### src/rtl/uart_pkg.sv
// Shared UART definitions: byte width, receive-buffer defaults and the
// per-cycle FIFO operation decode used by uart_rx_buffer.
package uart_pkg;

  localparam int unsigned UART_BYTE_W                = 8;
  localparam int unsigned UART_RX_DEPTH_DEFAULT      = 8;
  localparam int unsigned UART_RX_IRQ_THRESH_DEFAULT = 1;

  typedef logic [UART_BYTE_W-1:0] uart_byte_t;

  // What the FIFO does on a given edge.
  typedef enum logic [2:0] {
    FIFO_OP_NONE     = 3'd0,
    FIFO_OP_PUSH     = 3'd1,
    FIFO_OP_POP      = 3'd2,
    FIFO_OP_PUSH_POP = 3'd3,
    FIFO_OP_DROP     = 3'd4
  } fifo_op_e;

  // pop must already be qualified by non-empty; a push into a full FIFO is
  // only dropped when no pop frees a slot on the same edge.
  function automatic fifo_op_e fifo_op_decode(input logic push,
                                              input logic pop,
                                              input logic full);
    fifo_op_e op;
    op = FIFO_OP_NONE;
    if (push && pop) begin
      op = FIFO_OP_PUSH_POP;
    end else if (push && full) begin
      op = FIFO_OP_DROP;
    end else if (push) begin
      op = FIFO_OP_PUSH;
    end else if (pop) begin
      op = FIFO_OP_POP;
    end
    return op;
  endfunction

endpackage

### src/rtl/uart_pulse_sync.sv
// Two-flop synchronizer plus rising-edge detector. Turns an asynchronous
// level/pulse into a single-cycle strobe in the clk domain.
// Ports:
//   clk       system clock
//   reset     asynchronous active-low reset, clears all three flops
//   async_in  asynchronous input (e.g. RX_STATUS)
//   pulse_out one-cycle strobe on each synchronized rising edge
module uart_pulse_sync (
  input  logic clk,
  input  logic reset,
  input  logic async_in,
  output logic pulse_out
);

  logic sync1_q;
  logic sync2_q;
  logic prev_q;

  // Synchronizer chain and edge-history flop.
  always_ff @(posedge clk or negedge reset) begin
    if (!reset) begin
      sync1_q <= 1'b0;
      sync2_q <= 1'b0;
      prev_q  <= 1'b0;
    end else begin
      sync1_q <= async_in;
      sync2_q <= sync1_q;
      prev_q  <= sync2_q;
    end
  end

  // One strobe per rise, however long the input stays high.
  assign pulse_out = sync2_q & ~prev_q;

endmodule

### src/rtl/uart_rx_buffer.sv
// UART receive buffer: captures each byte announced by RX_STATUS into a
// small first-word-fall-through FIFO and flags overrun.
// Optional feature macro: UART_RX_IRQ_EN (enables the irq output; when
// undefined irq is tied low and the threshold compare is not built).
// Ports:
//   clk        system clock
//   reset      asynchronous active-low reset
//   RX_STATUS  receiver byte-done pulse (BRclk domain, asynchronous)
//   RX_DATA    receiver byte, stable around RX_STATUS
//   rx_pop     removes the head entry (ignored when empty)
//   ovr_clr    clears the sticky overrun flag
//   rx_valid   FIFO non-empty
//   rx_byte    head entry, 8'h00 when empty
//   rx_count   occupancy 0..DEPTH
//   overrun    sticky dropped-byte flag
//   irq        interrupt request
module uart_rx_buffer
  import uart_pkg::*;
#(
  parameter int unsigned DEPTH      = UART_RX_DEPTH_DEFAULT,
  parameter int unsigned IRQ_THRESH = UART_RX_IRQ_THRESH_DEFAULT
) (
  input  logic                   clk,
  input  logic                   reset,
  input  logic                   RX_STATUS,
  input  logic [UART_BYTE_W-1:0] RX_DATA,
  input  logic                   rx_pop,
  input  logic                   ovr_clr,
  output logic                   rx_valid,
  output logic [UART_BYTE_W-1:0] rx_byte,
  output logic [$clog2(DEPTH):0] rx_count,
  output logic                   overrun,
  output logic                   irq
);

  localparam int unsigned PTR_W = $clog2(DEPTH);
  localparam int unsigned CNT_W = PTR_W + 1;

  // Elaboration-time parameter checks.
  if (DEPTH < 2 || DEPTH > 64 || (DEPTH & (DEPTH - 1)) != 0) begin : g_bad_depth
    $error("uart_rx_buffer: DEPTH must be a power of two in 2..64");
  end
  if (IRQ_THRESH < 1 || IRQ_THRESH > DEPTH) begin : g_bad_thresh
    $error("uart_rx_buffer: IRQ_THRESH must be in 1..DEPTH");
  end

  uart_byte_t       mem_q [DEPTH];
  logic [PTR_W-1:0] wr_ptr_q, wr_ptr_d;
  logic [PTR_W-1:0] rd_ptr_q, rd_ptr_d;
  logic [CNT_W-1:0] count_q, count_d;
  logic             valid_q, valid_d;
  logic             overrun_q, overrun_d;
  logic             wr_en;
  logic             push;
  logic             pop_ok;
  logic             full;
  fifo_op_e         op;

  uart_pulse_sync u_pulse_sync (
    .clk       (clk),
    .reset     (reset),
    .async_in  (RX_STATUS),
    .pulse_out (push)
  );

  assign full   = (count_q == CNT_W'(DEPTH));
  assign pop_ok = rx_pop & (count_q != '0);
  assign op     = fifo_op_decode(push, pop_ok, full);

  // Next-state for pointers, occupancy and overrun.
  always_comb begin
    wr_ptr_d  = wr_ptr_q;
    rd_ptr_d  = rd_ptr_q;
    count_d   = count_q;
    overrun_d = overrun_q;
    wr_en     = 1'b0;

    unique case (op)
      FIFO_OP_PUSH: begin
        wr_en    = 1'b1;
        wr_ptr_d = wr_ptr_q + PTR_W'(1);
        count_d  = count_q + CNT_W'(1);
      end
      FIFO_OP_POP: begin
        rd_ptr_d = rd_ptr_q + PTR_W'(1);
        count_d  = count_q - CNT_W'(1);
      end
      FIFO_OP_PUSH_POP: begin
        // When full, wr_ptr equals rd_ptr: the head slot is recycled for the
        // new byte on the same edge it is consumed.
        wr_en    = 1'b1;
        wr_ptr_d = wr_ptr_q + PTR_W'(1);
        rd_ptr_d = rd_ptr_q + PTR_W'(1);
      end
      FIFO_OP_DROP: begin
        overrun_d = 1'b1;
      end
      default: begin
      end
    endcase

    // A drop on the same edge as a clear keeps the flag set.
    if (ovr_clr && op != FIFO_OP_DROP) begin
      overrun_d = 1'b0;
    end

    valid_d = (count_d != '0);
  end

  // Control state registers.
  always_ff @(posedge clk or negedge reset) begin
    if (!reset) begin
      wr_ptr_q  <= '0;
      rd_ptr_q  <= '0;
      count_q   <= '0;
      valid_q   <= 1'b0;
      overrun_q <= 1'b0;
    end else begin
      wr_ptr_q  <= wr_ptr_d;
      rd_ptr_q  <= rd_ptr_d;
      count_q   <= count_d;
      valid_q   <= valid_d;
      overrun_q <= overrun_d;
    end
  end

  // Storage needs no reset; contents are masked by valid_q.
  always_ff @(posedge clk) begin
    if (wr_en) begin
      mem_q[wr_ptr_q] <= RX_DATA;
    end
  end

  assign rx_valid = valid_q;
  assign rx_byte  = valid_q ? mem_q[rd_ptr_q] : '0;
  assign rx_count = count_q;
  assign overrun  = overrun_q;

`ifdef UART_RX_IRQ_EN
  assign irq = (count_q >= CNT_W'(IRQ_THRESH)) | overrun_q;
`else
  assign irq = 1'b0;
`endif

endmodule

### config.mk
export PLATFORM = sky130hd
export DESIGN_NAME = uart_rx_buffer
export DESIGN_NICKNAME = d
export VERILOG_FILES = /design/src/rtl/uart_pkg.sv /design/src/rtl/uart_pulse_sync.sv /design/src/rtl/uart_rx_buffer.sv
export SDC_FILE = /design/constraint.sdc
export NUM_CORES = 1
export LEC_CHECK = 0
export CAP_MARGIN = 20
export CORE_MARGIN = 2
export CORE_UTILIZATION = 40
export DETAILED_ROUTE_END_ITERATION = 8
export GPL_ROUTABILITY_DRIVEN = 1
export PLACE_DENSITY_LB_ADDON = 0.2
export SYNTH_ARGS = -nofsm -noshare
export SYNTH_HDL_FRONTEND = slang
export SYNTH_SLANG_ARGS = --single-unit
### constraint.sdc
create_clock -name clk -period 2.6 [get_ports clk]
set_input_delay 0.39 -clock clk [delete_from_list [all_inputs] [get_ports clk]]
set_output_delay 0.39 -clock clk [all_outputs]
set_load 0.05 [all_outputs]
# Word-level counts from Yosys, hierarchy flattened
# Memories as Yosys holds them, arrays and structs flattened.
# Cells that the tools add are included.
[word_totals] output_inout_bits=15 mem_count=1 mem_bits_rw=64 inputBits=13 rom_bits=0 regBits=15 elab_cells=41 latch_bits=0
[memory_table] name="mem_q" words=8 width=8 rd=1 rd_ports_with_merged_regs=0 write_ports=1 line_no="uart_rx_buffer.sv:47" text="uart_byte_t mem_q [DEPTH];"
[op_classes] n_mux=11 magnitude_cmp=0 mul=0 n_div=0 addsub=4 n_reduce_logical=8 n_shift=0 bitwise_logic=3 eq_ne=6
[op_table] operator="8-bit 2-to-1 mux" count=1
[op_table] operator="4-bit one-hot mux with 2 select lines" count=1
[op_table] operator="4-bit nonzero test" count=2
[op_table] operator="3-bit by 1-bit adder with 3-bit output (second input constant)" count=2
[op_table] operator="3-bit by 2-bit equality test with 1-bit output (second input constant)" count=2
[op_table] operator="3-bit 2-to-1 mux" count=2
[op_table] operator="1-bit 2-to-1 mux" count=5
[op_table] operator="4-bit by 1-bit adder with 4-bit output (second input constant)" count=1
[op_table] operator="4-bit equality test (second input constant)" count=1
[op_table] operator="2-bit 2-to-1 mux" count=2
[op_table] operator="2-bit OR reduction" count=2
[op_table] operator="4-bit by 1-bit subtractor with 4-bit output (second input constant)" count=1
[op_table] operator="3-bit by 1-bit equality test with 1-bit output (second input constant)" count=1
[op_table] operator="3-bit equality test (second input constant)" count=1
[op_table] operator="1-bit logical AND" count=3
[op_table] operator="3-bit != test (second input constant)" count=1
[op_table] operator="1-bit bitwise AND" count=2
[op_table] operator="2-bit nonzero test" count=1
[op_table] operator="1-bit inverter" count=1

# Depth between registers and ports, before layout
# Gate-level depths: netlist of run 1.
[depth] word_depth=11 depth_mapped=10 depth_no_buf=9

# By module
# From an unflattened synthesis of run 1, not the netlist that was laid out.
[hier_totals] cells_unflattened=199 area_unflattened_um2=3355.7
[modules_own_cells] mod="uart_rx_buffer" instances=1 seq_area_each_um2=2222.1 area_per_inst_um2=3266.9 cells_each=195
[modules_own_cells] mod="uart_pulse_sync" instances=1 seq_area_each_um2=75.1 area_per_inst_um2=88.8 cells_each=4

# Least setup slack after synthesis of run 1
# Ideal clock, no wire load.
[synth_path] kind="register -> register" start="reg count_q[0], in the netlist rx_count[0]" end="reg valid_q, in the netlist rx_valid" setup_ns=0.086 n_path_buf=0 required_time_ns=2.514 arrival_time_ns=2.477 period_less_slack_ns=2.563 path_slack_ns=0.037 stages_incl_launch_ff=10 path_cell_list="dfrtp_1 nor4_2 nor2_1 nand2_1 inv_1 ha_1 a21oi_1 a211oi_1 a311o_1 a32oi_1"
[synth_via] elab_chain_cells=9 word_cells_on_any_way=15 classes_between="2 x add/sub; 3 x eq/ne; 5 x mux; 1 x bitwise; 4 x reduce/logical"
[synth_lines] item="start, declared" line_no="uart_rx_buffer.sv:50" text="logic [CNT_W-1:0] count_q, count_d;"
[synth_lines] item="start signal, assigned" line_no="uart_rx_buffer.sv:121" text="count_q <= count_d;"
[synth_lines] item="4-bit nonzero test" line_no="uart_rx_buffer.sv:67" text="assign pop_ok = rx_pop & (count_q != '0);"
[synth_lines] item="1-bit bitwise AND" line_no="uart_rx_buffer.sv:67"
[synth_lines] item="2-bit 2-to-1 mux" line_no="uart_pkg.sv:33" text="end else if (pop) begin"
[synth_lines] item="2-bit 2-to-1 mux" line_no="uart_pkg.sv:31" text="end else if (push) begin"
[synth_lines] item="3-bit 2-to-1 mux" line_no="uart_pkg.sv:29" text="end else if (push && full) begin"
[synth_lines] item="3-bit 2-to-1 mux" line_no="uart_pkg.sv:27" text="if (push && pop) begin"
[synth_lines] item="3-bit by 2-bit equality test with 1-bit output or 3-bit by 1-bit equality test with 1-bit output (tied branches)" line_no="uart_rx_buffer.sv:78" text="unique case (op)"
[synth_lines] item="4-bit one-hot mux with 2 select lines *" line_no="uart_rx_buffer.sv:78"
[synth_lines] item="4-bit nonzero test *" line_no="uart_rx_buffer.sv:107" text="valid_d = (count_d != '0);"
[synth_lines] item="via valid_d" line_no="uart_rx_buffer.sv:51" text="logic valid_q, valid_d;"
[synth_lines] item="end signal, assigned" line_no="uart_rx_buffer.sv:122" text="valid_q <= valid_d;"
[synth_lines] item="end, declared" line_no="uart_rx_buffer.sv:51"
# Mark *: on every way through the listed nets, which the timed path passes. The rest lies on a longest branch.
# A chain may end at the register's enable or synchronous reset.

# Final worst setup path of run 1
# Ends and elaborated chain as after synthesis.

==> results.toml, run 1 <==
[floorplan]
die_area_sq_um = 9230
dieWidth_um = 96.1
core-area_sq_um = 8220
start_util_pct = 41.3
num_rows = 33
ios = 28
die_h_um = 96.1

[critical_path]
cp_slowest_stage_delay_ns = 0.39
crit_chain = "nor4_2, nor2_1, nand2_1, inv_1, ha_1, a21oi_1, a211oi_1, a311o_1, a32oi_1"
regToRegSetupSlack_ns = 0.24
crit_family = "compound AO/OA/AOI/OAI gates"
r2r-end = "rx_valid"
cp-start-kind = "flip-flop"
arrival_ns = 2.62
crit_slowest_cell = "dfrtp_1"
r2r_cells = 9
path_max_fanout = 4
r2r_start = "rx_count[0]"
endpoint_kind = "flip-flop"
criticalPathCategory = "flip-flop to flip-flop"
critPathRequiredTime_ns = 2.86
cp.buffers_inverters = 1

[yosys]
synth_area_leaders = "edfxtp_1 (57%), dfrtp_1 (11%), mux4_2 (11%), mux2i_1 (2.4%), nand2_1 (1.9%)"
synth_top_area_share_pct = 56.7
yosys.area.top_type = "edfxtp_1"
synth_seq_cells = 79
syn_avg_cell_area_sq_um = 16.7
netlist_area_sq_um = 3390
yosysUniqueCellTypes = 42
yosysWarnings = 0
synthCells = 203
synth_nets = 221
synthFlopType = "edfxtp_1"
synth-async-reset-ratio_pct = 19.0
synth_edf_count = 64
ys_seq_area_share_pct = 67.7

[route]
wire_per_inst_um = 16.9
postRouteAntennaNets = 0
drt-vias-per-instance = 5.06
vias = 1861
drt_first_iter_violations = 55
routed_wl_mm = 6.21
first_pass_iters = 4
drcViolationCount = 0

[cts]
cts_tree = "built"
cts_resized = 0
clkTransAtPathRegs_ns = 0.08
clk_latency_ns = 0.34
post_cts.repair.setup_buffers = 0
cts_root_buf = "clkbuf_8"
cts.sinks = 79
numCtsBuffers = 9
htreeDepth = 3
hold_buffers = 0
max-clock-path-buffers = 2

[power_and_ir_drop]
switchingPower_mw = 1.76
power.share.clock_pct = 21.1
leakage_nw = 1.49
powerDensity_nw_per_um2 = 1130
share_seq_of_total_power_pct = 35.1
switching_share_pct = 37.5
p_total_mw = 4.69
internal_power_mw = 2.94
peakVddDrop_mv = 0.475
p_comb_share_pct = 43.8

[place]
placed_cells = 352
dp_hpwl_mm = 4.16
io_buffers = 26
gp_congestion = 0.755
dpl-instance-area_sq_um = 3920
post-place-ws_ns = 0.0941

[sta]
finalHoldViolCount = 0
slew_violations = 0
max-slew-margin-rel_pct = 50.9
finalCriticalPeriod_ns = 2.36
setup_viol = 0
rsz0062_at_grt = "no"
worst_pin_slew_ns = 0.734
fin_crit_sh_pct = 90.8
finalWorstSetupSlack_ns = 0.240
hold_ws_ns = 0.360
clock_skew_ns = 0.00543
fmax_mhz = 424
finalSetupTns_ns = 0

[global_route]
grt_pass1_vias = 1856
grt_use_total_pct = 14.9
antenna_found_initial = 0
overflow = 0
grt_pass1_wl_mm = 9.70
grt_max_degree = 19

[cells_and_area]
regArea_sq_um = 2300
layout_commonest_cell = "edfxtp_1"
antenna_cells = 0
area_growth_pct = 22.1
final_cell_mix = "edfxtp_1 (64), buf_4 (35), clkdlybuf4s50_1 (18)"
nFillCells = 702
fin_area_sq_um = 4140
fin_nets = 276
drive_above_1_share_pct = 28.5
multi_input_area_sq_um = 1010
layout.cells.non_filler = 368
final_util_pct = 50.4

[min_path]
min_to = "u_pulse_sync.sync2_q"
hp-start = "u_pulse_sync.sync1_q"
min_path_type = "flip-flop to flip-flop"
holdPathStages = 0

[flow_run]
drv_cap = 0

[status]
status = "completed"
==> sequential cells by signal, indices dropped and copies added (netlist names) <==
signal / count
u_pulse_sync.sync1_q: 1
mem_q: 64
wr_ptr_q: 3
u_pulse_sync.prev_q: 1
overrun: 1
rx_valid: 1
rx_count: 4
u_pulse_sync.sync2_q: 1
rd_ptr_q: 3
==> logic make-up (layout without fill, tap and decap cells) <==
group           count (synthesis)  in the layout  share of synthesized area, %
xor+xnor                        6              6                          1.55
other cells                     1              1                         0.111
flops                          79             79                          67.7
mux                            24             24                          13.0
compound gates                 21             21                          4.94
simple gates                   52             52                          8.11
buf+inv                        15             75                          2.51
fa+ha+maj                       5              5                          2.07
==> layer usage <==
layer | GRT usage, % | share of wire [%]
met5 | 0 | 0
met1 | 18.7 | 43
met4 | 5.00 | 1.0
met3 | 4.78 | 4.3
met2 | 24.6 | 51
==> synth_stat cells, types with 2 or more instances <==
cell type and number:
a211oi_1 2, nand3_1 2, mux4_2 16, nor3_1 5
nand2_1 17, inv_1 5, buf_6 2, xnor2_1 5
buf_2 4, o21ai_2 2, a21oi_1 4, edfxtp_1 64
ha_1 4, dfrtp_1 15, nand2b_1 4, nor2_1 10
nor2b_1 9, buf_4 2, mux2i_1 8
==> cell type report <==
| type | instances | area share (%) |
|---|---|---|
| Clock buffer | 9 | 2.99 |
| Clock inverter | 7 | 2.33 |
| Inverter | 5 | 0.453 |
| Multi-Input combinational cell | 109 | 24.4 |
| Sequential cell | 79 | 55.5 |
| Tap cell | 105 | 3.17 |
| Timing Repair Buffer | 54 | 11.2 |
==> power by group through the flow <==
| stage | clock network, mW | logic, mW | registers (mW) |
|---|---|---|---|
| after floorplan | 0 | 1.37 | 1.78 |
| after global placement | 0 | 2.07 | 1.68 |
| after detailed placement | 0 | 2.07 | 1.68 |
| after CTS | 1.01 | 2.08 | 1.65 |
| after global routing | 1.07 | 2.20 | 1.66 |
| final | 0.990 | 2.06 | 1.65 |
==> worst max path at each step <==
| stage | to | depth (start not counted) | slack, ns | start |
|---|---|---|---|---|
| after global routing | rx_valid | 9 | 0.11 | rx_count[0] |
| after detailed placement | rx_valid | 10 | 0.09 | rx_pop |
| final | rx_valid | 9 | 0.24 | rx_count[0] |
| after floorplan | rx_valid | 9 | 0.04 | rx_count[0] |
| after global placement | rx_valid | 10 | 0.14 | rx_pop |
| after CTS | rx_valid | 9 | 0.25 | rx_count[0] |
No activity file was read; power rests on OpenSTA's default activity.
==> inputs of run 2 (changes only) <==
RECOVER_POWER = 25   (was not set)
clock period = 2.5 ns   (was 2.6 ns; I/O delays follow)
==> results.toml, run 2 (synthesized netlist as in run 1, its figures left out) <==
[status]
status = "completed"

[critical_path]
r2r-end = "rx_valid"
r2r_cells = 9
regToRegSetupSlack_ns = 0.17
criticalPathCategory = "flip-flop to flip-flop"
arrival_ns = 2.60
endpoint_kind = "flip-flop"
critPathRequiredTime_ns = 2.76
crit_chain = "nor4_2, nor2_1, nand2_1, inv_1, ha_1, a21oi_2, a211oi_1, a311o_1, a32oi_1"
cp-start-kind = "flip-flop"
path_max_fanout = 4
r2r_start = "rx_count[0]"
crit_family = "compound AO/OA/AOI/OAI gates"
crit_slowest_cell = "dfrtp_2"
cp.buffers_inverters = 1
cp_slowest_stage_delay_ns = 0.42

[sta]
rsz0062_at_grt = "no"
clock_skew_ns = 0.00860
max-slew-margin-rel_pct = 52.9
setup_viol = 0
fin_crit_sh_pct = 93.3
slew_violations = 0
hold_ws_ns = 0.353
finalCriticalPeriod_ns = 2.33
finalHoldViolCount = 0
worst_pin_slew_ns = 0.704
fmax_mhz = 429
finalWorstSetupSlack_ns = 0.168

[cells_and_area]
fin_area_sq_um = 4160
layout_commonest_cell = "edfxtp_1"
fin_nets = 277
final_cell_mix = "edfxtp_1 (64), buf_4 (36), nand2_1 (17)"
drive_above_1_share_pct = 31.1
largest_reg_flops = 64
area_growth_pct = 22.7
antenna_cells = 0
final_util_pct = 50.7
top_register = "mem_q"

[global_route]
grt_max_degree = 19
overflow = 0
grt_pass1_vias = 1840
antenna_found_initial = 0
grt_use_total_pct = 15.7
grt_pass1_wl_mm = 10.2

[place]
dp_hpwl_mm = 4.44
io_buffers = 26
gp_congestion = 0.871
post-place-ws_ns = -0.0388
dpl-instance-area_sq_um = 3930

[cts]
htreeDepth = 3
numCtsBuffers = 9
clkTransAtPathRegs_ns = 0.08
cts_root_buf = "clkbuf_8"
max-clock-path-buffers = 2
clk_latency_ns = 0.35
cts_tree = "built"
cts.sinks = 79

[floorplan]
die_area_sq_um = 9230
num_rows = 33
start_util_pct = 41.3
core-area_sq_um = 8220
die_h_um = 96.1
dieWidth_um = 96.1
ios = 28

[power_and_ir_drop]
leakage_nw = 1.50
internal_power_mw = 3.08
p_comb_share_pct = 44.2
share_seq_of_total_power_pct = 34.4
switching_share_pct = 37.7
peakVddDrop_mv = 0.426
powerDensity_nw_per_um2 = 1190
power.share.clock_pct = 21.4
switchingPower_mw = 1.87

[route]
drt_first_iter_violations = 118
wire_per_inst_um = 17.6
postRouteAntennaNets = 0
drt-vias-per-instance = 5.14
routed_wl_mm = 6.48
vias = 1895
first_pass_iters = 4
drcViolationCount = 0

[min_path]
min_to = "u_pulse_sync.sync2_q"
min_path_type = "flip-flop to flip-flop"
hp-start = "u_pulse_sync.sync1_q"
holdPathStages = 0

[flow_run]
drv_cap = 0
==> run 2: cell count changes in the layout (fill, tap and decap cells not counted), sizes merged <==
| cell | before | now |
|---|---|---|
| buf | 36 | 37 |
| dlygate4sd3 | 0 | 6 |
| clkdlybuf4s50 | 18 | 12 |
| clkinvlp | 2 | 0 |
| inv | 6 | 8 |
==> run 2: cell type report <==
cell class	count	area [sq um]
Timing Repair Buffer	55	470
Clock inverter	7	103
Inverter	5	18.8
Tap cell	105	131
Sequential cell	79	2300
Fill cell	673	4050
Clock buffer	9	124
Multi-Input combinational cell	109	1010
==> run 2: metrics by stage <==
stage / std cells / power [mW] / setup TNS [ns]
floorplan: 203 / 3.28 / 0
global placement: 353 / 3.92 / 0
detailed placement: 353 / 3.94 / -0.0728
CTS: 369 / 5.00 / 0
global route: 369 / 5.24 / 0
finish: 369 / 4.95 / 0
==> run 2: how the worst max path moves through the flow <==
stage,start,end,slack [ns],depth (start not counted)
floorplan,rx_count[3],rx_valid,0.05,10
global route,rx_count[0],rx_valid,0.008,9
CTS,rx_count[0],rx_valid,0.1,9
finish,rx_count[0],rx_valid,0.17,9
global placement,rx_pop,rx_valid,0.06,10
detailed placement,rx_pop,rx_valid,-0.04,10
==> run 2: routing by layer <==
metal  track usage [%]  share of wire [%]  vias up
li1                  -                  -      897
met1              22.0                 47      966
met2              23.7                 49       25
met3              3.52                2.7        7
met4              6.79                1.5        0
met5                 0                  0        -
==> run 2: timing repair <==
item,in CTS,in global routing
setup buffers,0,0
endpoints found under the setup margin,0,2
resized for setup,0,1
hold buffers,0,0
==> run 2: power groups by stage <==
stage                     logic (mW)  clock network, mW  registers [mW]
final                           2.19               1.06            1.70
after global routing            2.37               1.15            1.72
after CTS                       2.21               1.09            1.71
after detailed placement        2.21                  0            1.73
after global placement          2.19                  0            1.73
after floorplan                 1.42                  0            1.85
